## src/rtl/sprite_mem_writer.sv

```systemverilog
// sprite_mem_writer: valid/ready byte-stream loader that drives palette (12-bit) and image (8-bit index) RAM write ports, with busy/done/error status
module sprite_mem_writer #(
  parameter int WIDTH = 100,
  parameter int HEIGHT = 100,
  parameter int PALETTE_DEPTH = 100
) (
  input  logic                               pixel_clk_in,
  input  logic                               rst_in,
  input  logic                               start_in,
  input  logic [7:0]                         data_in,
  input  logic                               valid_in,
  output logic                               ready_out,
  output logic                               palette_we_out,
  output logic [7:0]                         palette_addr_out,
  output logic [11:0]                        palette_data_out,
  output logic                               image_we_out,
  output logic [$clog2(WIDTH*HEIGHT)-1:0]    image_addr_out,
  output logic [7:0]                         image_data_out,
  output logic                               busy_out,
  output logic                               done_out,
  output logic                               error_out
);
  localparam int AW = $clog2(WIDTH*HEIGHT);
  localparam int XW = WIDTH > 1 ? $clog2(WIDTH) : 1;
  localparam int YW = HEIGHT > 1 ? $clog2(HEIGHT) : 1;
  localparam logic [XW-1:0] XMAX = XW'(WIDTH - 1);
  localparam logic [YW-1:0] YMAX = YW'(HEIGHT - 1);
  localparam logic [7:0] PMAX = 8'(PALETTE_DEPTH - 1);
  localparam logic [8:0] PDEP = 9'(PALETTE_DEPTH);
  typedef enum logic [2:0] {IDLE, PAL_HI, PAL_LO, IMAGE, DONE} state_t;
  state_t state;
  logic [7:0] pal_cnt;
  logic [3:0] nib;
  logic [XW-1:0] x;
  logic [YW-1:0] y;
  logic [AW-1:0] addr;
  assign ready_out = state inside {PAL_HI, PAL_LO, IMAGE};
  assign busy_out = state != IDLE;
  always_ff @(posedge pixel_clk_in) begin
    if (rst_in) begin
      state <= IDLE;
      pal_cnt <= '0;
      nib <= '0;
      x <= '0;
      y <= '0;
      addr <= '0;
      palette_we_out <= 1'b0;
      palette_addr_out <= '0;
      palette_data_out <= '0;
      image_we_out <= 1'b0;
      image_addr_out <= '0;
      image_data_out <= '0;
      done_out <= 1'b0;
      error_out <= 1'b0;
    end else begin
      palette_we_out <= 1'b0;
      image_we_out <= 1'b0;
      done_out <= 1'b0;
      case (state)
        IDLE: if (start_in) begin
          state <= PAL_HI;
          error_out <= 1'b0;
          pal_cnt <= '0;
          x <= '0;
          y <= '0;
          addr <= '0;
        end
        PAL_HI: if (valid_in) begin
          nib <= data_in[3:0];
          state <= PAL_LO;
        end
        PAL_LO: if (valid_in) begin
          palette_we_out <= 1'b1;
          palette_addr_out <= pal_cnt;
          palette_data_out <= {nib, data_in};
          pal_cnt <= pal_cnt + 8'd1;
          state <= pal_cnt == PMAX ? IMAGE : PAL_HI;
        end
        IMAGE: if (valid_in) begin
          image_we_out <= 1'b1;
          image_addr_out <= addr;
          image_data_out <= data_in;
          addr <= addr + AW'(1);
          x <= x == XMAX ? '0 : x + XW'(1);
          if (x == XMAX) y <= y + YW'(1);
          if ({1'b0, data_in} >= PDEP) error_out <= 1'b1;
          if (x == XMAX && y == YMAX) begin
            state <= DONE;
            done_out <= 1'b1;
          end
        end
        DONE: state <= IDLE;
        default: state <= IDLE;
      endcase
    end
  end
endmodule

```

## config.mk

```make
export PLATFORM = sky130hd
export DESIGN_NAME = sprite_mem_writer
export DESIGN_NICKNAME = d
export VERILOG_FILES = /design/src/rtl/sprite_mem_writer.sv
export SDC_FILE = /design/constraint.sdc
export NUM_CORES = 1
export LEC_CHECK = 0
export ABC_AREA = 1
export CORE_MARGIN = 2
export CORE_UTILIZATION = 49
export DETAILED_ROUTE_END_ITERATION = 16
export DONT_BUFFER_PORTS = 1
export PLACE_DENSITY = 0.7
export SYNTH_ARGS = -nofsm -noshare
export SYNTH_HDL_FRONTEND = slang
export SYNTH_SLANG_ARGS = --single-unit
```

## constraint.sdc

```tcl
create_clock -name pixel_clk_in -period 1.4 [get_ports pixel_clk_in]
set_clock_uncertainty 0.15 [all_clocks]
set_input_delay 0.28 -clock pixel_clk_in [delete_from_list [all_inputs] [get_ports pixel_clk_in]]
set_output_delay 0.28 -clock pixel_clk_in [all_outputs]
set_load 0.005 [all_outputs]
```

==> implementation parameters <==
Parameter                              Value

Synth
  Mean area per synthesized cell    7.330 µm²
  Cells after synthesis    529
  Netlist area before placement    3877 µm²
  Post-synthesis sequential area ratio    45.95%
  Yosys reg bits    89
  Number of warnings reported in the yosys synthesis log    0
  Syn_nets    545
  Count of different cell masters after synthesis    32

Routing
  DRC Markers    0
  Detailed router's first-iteration violation count    149
  Mean routed wirelength per cell    14.79 µm
  DRT Pass-1 Iters    4
  Count of nets left with antenna violations after detail routing    0
  Mean number of vias per cell    5.364
  Routed WL    10190 µm
  Detailed-route via count    3696

Min path
  Class of the worst hold path    input port to flip-flop
  Number of instances on the worst hold path    1
  Worst min-delay path endpoint    image_addr_out[9]$_SDFFE_PP0N_
  Worst hold start    rst_in

Global routing
  Total gr overflow    0
  Global-route wire length before repair    16590 µm
  Vias in the first global route    3612
  Maximum number of pins on one net before global-route repair    52
  Global routing usage summed across all routing layers    23.83%
  Antenna violations before repair    0

STA
  Unrepaired setup endpoints after global routing    yes
  Hold Slack    -179.7 ps
  Max Clock Freq    637.5 MHz
  Period utilization    112.1%
  Slew at the pin closest to its max-slew limit    265.7 ps
  Final Hold Fails    50
  Final max-slew violation count    0
  Remaining max-slew budget at the tightest pin    82.15%
  Final min period    1569 ps
  Slack of the critical path    -168.7 ps
  Final setup fails    83

Power
  Internal power consumption    4.888 mW
  Register share of total power    38.2%
  Leakage power total    1.861 nW
  Part of the power in combinational logic    34.2%
  Total power of the final layout    7.479 mW
  Sw Pwr    2.591 mW
  Maximum vdd ir drop    0.9499 mV
  Switching power share of the total    34.64%
  Clock network fraction of design power    27.7%
  Cell Pwr Density    1484 nW/µm²

Floorplanning
  Chip Width    92.96 µm
  Total I/O pin count    60
  Height of the chip    92.96 µm
  Std-Cell Core Area    7687 µm²
  DIE AREA    8641 µm²
  Effective utilization at floorplan    50.44%
  Standard-cell row count    32

Clocking
  Clock tree root buffer cell    clkbuf_8
  Clock tree from TritonCTS    done
  Later-pin clock latency in the skew report    360 ps
  Number of sinks handled by clock tree synthesis    89
  Number of H-tree branching levels    3
  Cts bufs inserted    9
  Buffers from clock root to sink, at most    2
  Register clock-pin slew on the reported worst setup and hold paths    100 ps
  Hold bufs inserted after CTS    5

Run status
  Run status    finished, violations left
  Violated checks    negative hold slack, negative setup slack

Finish
  Final standard cell count with taps included and fillers excluded    689
  Antenna diode count    0
  Total of fill cells in the finished design    626
  Fraction of layout cells with a size suffix above 1    28.11%
  Layout overhead on the synthesized area    29.98%
  NumNets Final    598

Setup path
  Reg-to-reg critical path startpoint    state[1]$_SDFFE_PP0P_
  Worst Path Required    1510 ps
  Critical path capture point type    flip-flop
  Cell depth of the worst flop-to-flop path    8
  Combined buffer and inverter count along the critical path    1
  Capturing point of the worst reg2reg path    x[3]$_SDFFE_PP0P_
  CP Max Fanout    8
  Worst path most repeated cell    nor2_1
  Data arrival time of the worst path    1680 ps
  Cell class contributing the biggest share of worst-path delay    simple AND/OR/NAND/NOR gates
  Highest-delay cell along the critical path    dfxtp_4
  Chain of cells forming the critical path    nand2_1 > nor2_2 > nand2_2 > nand3_4 > buf_6 > nor2_1 > nor2_1 > nor3_2
  Kind of launch point of the worst setup path    flip-flop
  Maximum single-stage delay on the critical path    390 ps
  Reg-to-reg setup timing slack    -170 ps
  Crit Path Class    flip-flop to flip-flop

Place
  Post-DP HPWL    6609 µm
  Final weighted congestion in routability-driven placement    0.9165
  Instance count after placement with tap cells included    660
  Port bufs    0
  Worst slack at placement    -174.5 ps

Job
  Max capacitance violation total    0
==> cell usage after synthesis <==
library cell    n  area share [%]
o21ai_0        10             1.3
buf_2           7            0.90
nor2_2          3            0.48
o21ai_2         1            0.23
ha_1            4             1.3
inv_2           5            0.48
nor2_1         60             5.8
xor2_1          2            0.45
nand3b_4        1            0.52
a21oi_2         3            0.68
buf_8           1            0.39
nor2_4          3            0.87
a21oi_1        68             8.8
o211ai_1        1            0.19
nand3_1        50             6.5
nor3_2          3            0.77
nand2_1       136              13
nand2_2         8             1.3
nand3_4         1            0.45
clkbuf_1       10            0.97
o21ai_1         2            0.26
nor2_8          1            0.52
dfxtp_1        89              46
nor3_1          9             1.2
buf_6           1            0.29
inv_1          35             3.4
a211oi_2        1            0.32
nor3b_1         1            0.19
buf_4           2            0.39
nand3_2         3            0.77
or2_2           1            0.16
nand4_1         7             1.1
==> final cells by class <==
type / instances / area, µm² / area share [%]
multi-input combinational: 380 / 2117 / 42.01
sequential: 89 / 1798 / 35.68
clock inverter: 7 / 110.1 / 2.185
timing repair buffer: 62 / 608.1 / 12.07
inverter: 40 / 155.1 / 3.078
tap: 102 / 127.6 / 2.532
clock buffer: 9 / 123.9 / 2.458
==> layout by cell type (no fill, tap or decap), drive strengths merged <==
cell type	n
nand2	144
dfxtp	89
a21oi	71
nor2	68
buf	56
nand3	54
inv	44
o21ai	13
nor3	12
clkbuf	9
nand4	7
dlygate4sd3	5
ha	4
xor2	2
bufinv	2
nor3b	1
o211ai	1
or2	1
nand3b	1
a211oi	1
clkinvlp	1
bufbuf	1
==> state kept, by name, summed over array words and instances (netlist names) <==
register,count
nib,4
palette_we_out,1
image_data_out,8
error_out,1
palette_addr_out,8
image_we_out,1
done_out,1
palette_data_out,12
y,7
addr,14
pal_cnt,8
image_addr_out,14
state,3
x,7
==> per-layer routing <==
metal / routed length (µm) / GRT usage [%] / up-vias
li1: - / - / 1835
met1: 4142 / 27.48 / 1742
met2: 5325 / 42.27 / 99
met3: 509 / 6.021 / 20
met4: 212 / 9.069 / 0
met5: 0 / 0 / -
==> kinds of logic (layout without fill, tap and decap cells) <==
logic type	count (synthesis)	after routing	synth area share, %
AOI/OAI and AO/OA	86	86	11.75
buffers and inverters	61	118	6.809
DFF	89	89	45.95
adders and majority gates	4	4	1.291
and+or+nand+nor	287	288	33.75
xor gates and xnor gates	2	2	0.4518
==> how the worst max path moves through the flow <==
stage / depth (start not counted) / to / startpoint
global placement: 8 / addr[6]$_SDFFE_PP0P_ / state[2]$_SDFFE_PP0P_
floorplan: 9 / addr[13]$_SDFFE_PP0P_ / state[0]$_SDFFE_PP0P_
detailed placement: 7 / addr[4]$_SDFFE_PP0P_ / state[0]$_SDFFE_PP0P_
finish: 8 / x[3]$_SDFFE_PP0P_ / state[1]$_SDFFE_PP0P_
global route: 9 / state[1]$_SDFFE_PP0P_ / x[1]$_SDFFE_PP0P_
CTS: 3 / ready_out / state[1]$_SDFFE_PP0P_
==> per-stage QoR <==
stage	util, %	TNS [ps]	instance area, µm²
2_1_floorplan	-	-43.20	3908
3_3_place_gp	56.36	-3940	4333
3_5_place_dp	56.36	-6366	4333
4_1_cts	63.87	-4636	4910
5_1_grt	65.56	-12100	5040
6_report	65.56	-5088	5040
==> repair_timing <==
action,CTS,global route
buffers inserted,6,1
gates cloned,2,0
pin swaps,7,20
endpoints found under the hold margin,55,50
resized for setup,58,35
endpoints found under the setup margin,89,91
==> power by group through the flow <==
stage / sequential (mW) / combinational [mW] / clock, mW
after CTS: 2.85 / 2.36 / 2.10
after global routing: 2.87 / 2.76 / 2.21
final: 2.85 / 2.56 / 2.07
after global placement: 2.89 / 1.91 / 0
after floorplan: 2.86 / 1.29 / 0
after detailed placement: 2.90 / 1.95 / 0
No activity file was read; power rests on OpenSTA's default activity.
